## config.mk

```make
export PLATFORM = sky130hd
export DESIGN_NAME = fir_sample_sequencer
export DESIGN_NICKNAME = d
export VERILOG_FILES = /design/src/rtl/fir_sample_sequencer.sv
export SDC_FILE = /design/constraint.sdc
export NUM_CORES = 1
export LEC_CHECK = 0
export CAP_MARGIN = 20
export CORE_MARGIN = 3
export CORE_UTILIZATION = 44
export DETAILED_ROUTE_END_ITERATION = 10
export MAX_ROUTING_LAYER = met4
export PLACE_DENSITY = 0.76
export REMOVE_ABC_BUFFERS = 1
export SLEW_MARGIN = 10
export SYNTH_ARGS = -nofsm -noshare
export SYNTH_HDL_FRONTEND = slang
export SYNTH_SLANG_ARGS = --single-unit
```

## constraint.sdc

```tcl
create_clock -name clk -period 6.97 [get_ports clk]
set_clock_uncertainty 0.1 [all_clocks]
set_input_delay 0.697 -clock clk [delete_from_list [all_inputs] [get_ports clk]]
set_output_delay 0.697 -clock clk [all_outputs]
set_load 0.05 [all_outputs]
```

## src/rtl/fir_sample_sequencer.sv

```systemverilog
// Paces samples from a small input FIFO into one fir_filter (one sample every DIV clocks),
// captures the filter output LAT clocks after each issue, and drains/zero-flushes on stop.
module fir_sample_sequencer #(
  parameter int DATA_W  = 8,
  parameter int DIV     = 20,
  parameter int DEPTH   = 4,
  parameter int LAT     = 1,
  parameter int FLUSH_N = 8
) (
  input  logic              clk,
  input  logic              rst_n,
  input  logic              en,
  input  logic [DATA_W-1:0] in_data,
  input  logic              in_valid,
  output logic              in_ready,
  output logic [DATA_W-1:0] fir_in,
  output logic              fir_ready,
  input  logic [DATA_W-1:0] fir_out,
  output logic [DATA_W-1:0] out_data,
  output logic              out_valid,
  output logic              underrun,
  output logic              busy,
  output logic [1:0]        dbg_state
);

  localparam int PTR_W = $clog2(DEPTH);
  localparam int OCC_W = PTR_W + 1;
  localparam int CNT_W = $clog2(DIV);
  localparam int FL_W  = $clog2(FLUSH_N + 1);
  localparam int LAT_W = $clog2(LAT + 1);

  localparam logic [CNT_W-1:0] DIV_LAST  = CNT_W'(DIV - 1);
  localparam logic [OCC_W-1:0] OCC_FULL  = OCC_W'(DEPTH);
  localparam logic [FL_W-1:0]  FLUSH_LD  = FL_W'(FLUSH_N - 1);
  localparam logic [LAT_W-1:0] LAT_LD    = LAT_W'(LAT);
  localparam logic [LAT_W-1:0] LAT_FIRE  = LAT_W'(1);

  typedef enum logic [1:0] {
    S_IDLE  = 2'd0,
    S_RUN   = 2'd1,
    S_DRAIN = 2'd2,
    S_FLUSH = 2'd3
  } state_e;

  state_e             state_q;
  logic [CNT_W-1:0]   cnt_q, cnt_d;
  logic [FL_W-1:0]    flush_q;
  logic [LAT_W-1:0]   cap_q;
  logic [DATA_W-1:0]  mem_q [DEPTH];
  logic [PTR_W-1:0]   wr_ptr_q, wr_ptr_d;
  logic [PTR_W-1:0]   rd_ptr_q, rd_ptr_d;
  logic [OCC_W-1:0]   occ_q, occ_d;
  logic [DATA_W-1:0]  fir_in_q;
  logic               fir_ready_q;
  logic [DATA_W-1:0]  out_data_q;
  logic               out_valid_q;
  logic               underrun_q;

  logic               tick;
  logic               fifo_empty;
  logic               fifo_full;
  logic               push;
  logic               pop;
  logic [DATA_W-1:0]  head;

  // Handshake: a sample transfers on a rising edge where in_valid && in_ready; in_ready
  // depends only on FIFO occupancy, so the producer must hold data until it is taken.
  assign fifo_empty = (occ_q == '0);
  assign fifo_full  = (occ_q == OCC_FULL);
  assign push       = in_valid && !fifo_full;
  assign tick       = (state_q != S_IDLE) && (cnt_q == DIV_LAST);
  assign pop        = tick && !fifo_empty && ((state_q == S_RUN) || (state_q == S_DRAIN));
  assign head       = mem_q[rd_ptr_q];

  always_comb begin
    cnt_d = cnt_q + 1'b1;
    if ((state_q == S_IDLE) || tick) begin
      cnt_d = '0;
    end
  end

  always_comb begin
    wr_ptr_d = push ? wr_ptr_q + 1'b1 : wr_ptr_q;
    rd_ptr_d = pop  ? rd_ptr_q + 1'b1 : rd_ptr_q;
    occ_d    = occ_q;
    case ({push, pop})
      2'b10:   occ_d = occ_q + 1'b1;
      2'b01:   occ_d = occ_q - 1'b1;
      default: occ_d = occ_q;
    endcase
  end

  always_ff @(posedge clk or negedge rst_n) begin
    if (!rst_n) begin
      cnt_q    <= '0;
      wr_ptr_q <= '0;
      rd_ptr_q <= '0;
      occ_q    <= '0;
    end else begin
      cnt_q    <= cnt_d;
      wr_ptr_q <= wr_ptr_d;
      rd_ptr_q <= rd_ptr_d;
      occ_q    <= occ_d;
    end
  end

  // Storage needs no reset: the pointers and occupancy define which entries are live.
  always_ff @(posedge clk) begin
    if (push) begin
      mem_q[wr_ptr_q] <= in_data;
    end
  end

  always_ff @(posedge clk or negedge rst_n) begin
    if (!rst_n) begin
      state_q     <= S_IDLE;
      flush_q     <= '0;
      fir_in_q    <= '0;
      fir_ready_q <= 1'b0;
      underrun_q  <= 1'b0;
    end else begin
      case (state_q)
        S_IDLE: begin
          fir_in_q    <= '0;
          fir_ready_q <= 1'b0;
          if (en) begin
            state_q     <= S_RUN;
            fir_ready_q <= 1'b1;
            underrun_q  <= 1'b0;
          end
        end
        S_RUN: begin
          if (tick) begin
            if (!fifo_empty) begin
              fir_in_q <= head;
            end else begin
              fir_in_q   <= '0;
              underrun_q <= 1'b1;
            end
          end
          if (!en) begin
            state_q <= S_DRAIN;
          end
        end
        S_DRAIN: begin
          if (tick) begin
            if (!fifo_empty) begin
              fir_in_q <= head;
            end else begin
              fir_in_q <= '0;
              flush_q  <= FLUSH_LD;
              state_q  <= S_FLUSH;
            end
          end
        end
        S_FLUSH: begin
          if (tick) begin
            fir_in_q <= '0;
            if (flush_q == '0) begin
              state_q     <= S_IDLE;
              fir_ready_q <= 1'b0;
            end else begin
              flush_q <= flush_q - 1'b1;
            end
          end
        end
        default: state_q <= S_IDLE;
      endcase
    end
  end

  // Every issuing tick arms a LAT-cycle countdown; DIV >= LAT+2 keeps captures disjoint.
  always_ff @(posedge clk or negedge rst_n) begin
    if (!rst_n) begin
      cap_q       <= '0;
      out_data_q  <= '0;
      out_valid_q <= 1'b0;
    end else begin
      if (tick) begin
        cap_q <= LAT_LD;
      end else if (cap_q != '0) begin
        cap_q <= cap_q - 1'b1;
      end
      out_valid_q <= (cap_q == LAT_FIRE);
      if (cap_q == LAT_FIRE) begin
        out_data_q <= fir_out;
      end
    end
  end

  assign in_ready  = !fifo_full;
  assign fir_in    = fir_in_q;
  assign fir_ready = fir_ready_q;
  assign out_data  = out_data_q;
  assign out_valid = out_valid_q;
  assign underrun  = underrun_q;
  assign busy      = (state_q != S_IDLE) || (cap_q != '0) || out_valid_q;
  assign dbg_state = state_q;

endmodule

```

# Yosys cells after proc, flatten, opt, wreduce, memory -nomap -nowiden
# Memories as Yosys holds them, arrays and structs flattened.
# Index checks and enable logic that the tools add are counted.
# totals
inputBits	20
ramBits	32
out_inout_bits	23
register_bits	38
wordCells	91
n_memories	1
# classes
n_addsub	7
n_mux	30
n_eq_ne	17
n_reduce_logical	24
# mem_list
memory	words	width	rd	rd_clocked_by_memory_dff	wr	line	rtl
mem_q	4	8	1	0	1	49	logic [DATA_W-1:0] mem_q [DEPTH];
# ops
operator	n
2-to-1 mux 8 bit	3
case mux 8 bit (3 select lines)	1
!= test 2 bit (second input constant)	9
2-to-1 mux 4 bit	4
2-to-1 mux 2 bit	6
2-to-1 mux 1 bit	10
nonzero test 2 bit	5
case mux 2 bit (4 select lines)	1
case mux 4 bit (2 select lines)	1
== test 2 bit (second input constant)	3
case mux 3 bit (2 select lines)	1
AND reduction 6 bit	1
adder 5 x 1 -> 5 bit (second input constant)	1
== test 5 bit (second input constant)	1
2-to-1 mux 5 bit	1
AND reduction 5 bit	1
adder 2 x 1 -> 2 bit (second input constant)	2
== test 2 x 1 -> 1 bit (second input constant)	2
logical AND 1 bit	4
logical NOT 4 bit	1
logical OR 1 bit	4
case mux 1 bit (2 select lines)	2
AND reduction 4 bit	1
subtractor 4 x 1 -> 4 bit (second input constant)	1
other kinds (11)	12

# Longest topological paths before layout
# logic_depth
depth_word	6
ltp_mapped	9
mapped_depth_nobuf	9

# Least setup slack after synthesis
# OpenSTA, ideal clock, no wires.
# synth_path
kind	reg2reg
start	register state_q[0], in the netlist dbg_state[0]
end	register occ_q[2]
path_buffers	1
arrival_time_ns	2.464
path_stages_with_launch	10
period_less_slack_ns	2.690
setup_slack_ns	4.280
setup_time_ns	0.125
required_time_ns	6.745
cell_sequence	dfrtp_1 inv_1 ha_1 and4bb_2 buf_4 ha_1 fa_1 xnor2_1 nor2_1 xor2_1
# synth_between
elab_chain_len	6
elab_cells_between_ends	11
cone_classes	eq/ne: 4; mux: 1; reduce/logical: 6
# synth_rtl
item	line	rtl
start: declaration	45	state_e state_q;
start signal: assignment	116	state_q <= S_IDLE;
start signal: assignment	127	state_q <= S_RUN;
start signal: assignment	142	state_q <= S_DRAIN;
nonzero test 2 bit	71	assign tick = (state_q != S_IDLE) && (cnt_q == DIV_LAST);
logical AND 1 bit	71	
logical AND 1 bit	72	assign pop = tick && !fifo_empty && ((state_q == S_RUN) || (state_q == S_DRAIN));
logical AND 1 bit *	72	
via pop	63	logic pop;
== test 2 x 1 -> 1 bit or == test 2 bit (tied branches)	86	case ({push, pop})
case mux 3 bit (2 select lines) or nonzero test 2 bit (tied branches)	--	
end signal: assignment	98	occ_q <= '0;
end signal: assignment	103	occ_q <= occ_d;
end: declaration	52	logic [OCC_W-1:0] occ_q, occ_d;
# Mark *: on every way through the listed nets, which the timed path passes. The rest lies on a longest branch.
# A chain may end at the register's enable or synchronous reset.

# Final worst setup path
# layout_path
start	register state_q[0], in the netlist dbg_state[0]
end	output port busy
# layout_between
elab_chain_len	3
# layout_rtl
item	line	rtl
nonzero test 2 bit	197	assign busy = (state_q != S_IDLE) || (cap_q != '0) || out_valid_q;
logical OR 1 bit (2 in a row)	197	
end: declaration	22	output logic busy,
# No other way between the ends.

==> impl_metrics.csv <==
group,metric,value,unit
outcome,status,"complete, no violations",
clocking,clkLatencyLatePin,0.35,ns
critical_path,slowest_stage,"clkdlybuf4s50_1",
critical_path,crit_chain,"inv_1 -> ha_1 -> nand2_1 -> clkdlybuf4s50_1",
cells_and_area,regArea,1910,sq um
critical_path,worstPathRequired,6.17,ns
routing,detail_route.wl_per_cell,15.1,um
run,cap_violations,0,
clocking,cts_tree,"done",
cells_and_area,area_growth,22.4,%
power,peakVddDrop,0.196,mV
sta,setup_tns,0,ns
sta,finalHoldViolations,0,
sta,slew_headroom,0.450,
floorplanning,ios,43,
cells_and_area,nets,275,
sta,rsz0062_at_grt,"no",
synthesis,ys_seq_area_frac,0.644,
sta,clock.fmax,340,MHz
clocking,cts_buffers,9,
synthesis,synth.avg_cell_area,15.2,sq um
clocking,ctsRootBufferMaster,"clkbuf_8",
grt,grt_pass1_vias,1604,
critical_path,endpoint_kind,"primary output",
cells_and_area,final_cell_mix,"clkdlybuf4s50_1 (41), dfrtp_1 (38), edfxtp_1 (32)",
placed_design,place.gp.congestion,0.754,
power,p_leak,1.47,nW
synthesis,synth-main-ff-cell,"dfrtp_1",
cells_and_area,drive_gt1_frac,0.170,
sta,worst_slew_pin_slew,0.824,ns
cells_and_area,multi_input_area,988,sq um
sta,slew_violations,0,
routing,postRouteAntennaNets,0,
routing,first_pass_iters,4,
clocking,htree_num_levels,3,
routing,via_per_inst,5.18,
sta,period_needed,2.94,ns
power,power.density,358,nW/um^2
grt,antenna_found_initial,0,
floorplanning,design.core.area,6460,sq um
clocking,postCtsSetupBuffers,0,
grt,gr-total-overflow,0,
floorplanning,fp.dieH,88.1,um
clocking,numClockSinks,70,
floorplanning,rows,29,
synthesis,synth_warnings,0,
synthesis,ys_ff_latch,70,
synthesis,synth_area,2970,sq um
sta,finalCritPeriodShare,0.422,
floorplanning,die_w,88.1,um
placed_design,dpl.hpwl,3380,um
synthesis,ys_types,41,
placed_design,port_buffers,42,
critical_path,start_kind,"flip-flop",
floorplanning,dieArea,7770,sq um
synthesis,synth_edf_count,32,
floorplanning,initial_core_util,0.460,
critical_path,path_max_fanout,13,
clocking,cts_resized,0,
cells_and_area,final_common_cell,"clkdlybuf4s50_1",
clocking,cts_max_path_buffers,2,
routing,vias,1679,
routing,drt-initial-drc-count,54,
clocking,clkTransAtPathRegs,0.07,ns
routing,drcViolationCount,0,
cells_and_area,fill_cells,538,
power,finalPower,0.00130,W
hold_path,hold_class,"in2async",
grt,grt_usage,0.142,
sta,setup_viol_count_final,0,
grt,grt_max_degree,39,
critical_path,crit_arrival,2.14,ns
cells_and_area,num_antenna_cells,0,
routing,routed_wl,4900,um
synthesis,syn_inst,195,
synthesis,async_flop_share,0.543,
critical_path,slowest_delay,0.71,ns
grt,grt_pass1_wl,7900,um
clocking,holdBufCountCts,0,
critical_path,criticalPathCategory,"reg2out",
## worst paths after layout
check                              from     endpoint  slack (ns)  cells past startpoint
hold / removal                    rst_n   flush_q[3]        0.35                      1
setup / recovery           dbg_state[0]         busy        4.03                      4
max in group asynchronous         rst_n  out_data[0]        5.91                      1
hold reg to reg                cnt_q[0]     cnt_q[0]        0.36                      1
setup reg to reg           dbg_state[0]     occ_q[2]        4.39                      8
min in group clk               cnt_q[0]     cnt_q[0]        0.36                      1
## Yosys cell counts, types with 2 or more instances
master / instances / area share
xnor2_1: 5 / 0.015
mux2_2: 11 / 0.042
and3_1: 4 / 0.0084
edfxtp_1: 32 / 0.32
dfrtp_1: 38 / 0.32
a22o_1: 8 / 0.024
mux2i_1: 4 / 0.013
xor2_1: 3 / 0.0089
clkbuf_1: 3 / 0.0038
nand2b_1: 2 / 0.0042
inv_1: 11 / 0.014
nor2_1: 12 / 0.015
o21ai_0: 5 / 0.0084
nand2_1: 11 / 0.014
nor3_1: 2 / 0.0034
mux4_2: 8 / 0.061
ha_1: 12 / 0.051
## logic make-up (layout without fill, tap and decap cells)
kind of cell / after synthesis / count (layout) / share of synthesized area
adders and majority gates: 13 / 13 / 0.0573
AOI/OAI and AO/OA: 23 / 23 / 0.0607
buffers and inverters: 17 / 69 / 0.0232
muxes: 24 / 24 / 0.120
DFF: 70 / 70 / 0.644
and+or+nand+nor: 40 / 40 / 0.0716
xor gates and xnor gates: 8 / 8 / 0.0236
## worst max-delay path, delay by kind of cell, from the launching register on
| family | cells | cell delay [ns] |
|---|---|---|
| buffers and inverters | 2 | 0.85 |
| adder cells (fa/ha/maj) | 1 | 0.45 |
| AND/OR/NAND/NOR | 1 | 0.09 |
| flip-flops | 1 | 0.41 |
## power by group
group | switching [W] | internal (W)
logic | 0.000254 | 0.000169
clock network | 0.000165 | 0.000134
registers | 0.0000557 | 0.000523
total | 0.000474 | 0.000825
## through the flow
| step | cells | cell area, sq um | setup WS (ns) | util | hold WS [ns] |
|---|---|---|---|---|---|
| after global placement | 308 | 3450 | 4.33 | 0.535 | 0.345 |
| after detailed placement | 308 | 3450 | 4.32 | 0.535 | 0.353 |
| after floorplan | 189 | 2940 | 4.25 | - | 0.301 |
| final | 324 | 3630 | 4.03 | 0.563 | 0.346 |
| after CTS | 324 | 3630 | 4.01 | 0.563 | 0.363 |
| after global routing | 324 | 3630 | 3.93 | 0.563 | 0.402 |
## area by class of cell
| class | instances | area share |
|---|---|---|
| Sequential cell | 70 | 0.526 |
| Timing Repair Buffer | 42 | 0.114 |
| Inverter | 11 | 0.0114 |
| Tap cell | 77 | 0.0265 |
| Multi-Input combinational cell | 108 | 0.272 |
| Clock inverter | 7 | 0.0158 |
| Clock buffer | 9 | 0.0341 |
## registers in the layout, indices dropped and copies added, names as in the netlist, 2 cells and up
register   flops
flush_q        4
out_data       8
occ_q          3
dbg_state      2
fir_in         8
wr_ptr_q       2
mem_q         32
rd_ptr_q       2
cnt_q          5
## per-layer routing
metal | vias up | routed length [um] | global-route usage
li1 | 809 | - | -
met1 | 814 | 2290 | 0.177
met5 | - | 0 | -
met3 | 6 | 314 | 0.0611
met4 | 0 | 42 | 0.0495
met2 | 50 | 2250 | 0.208
(Power assumes the default switching activity.)
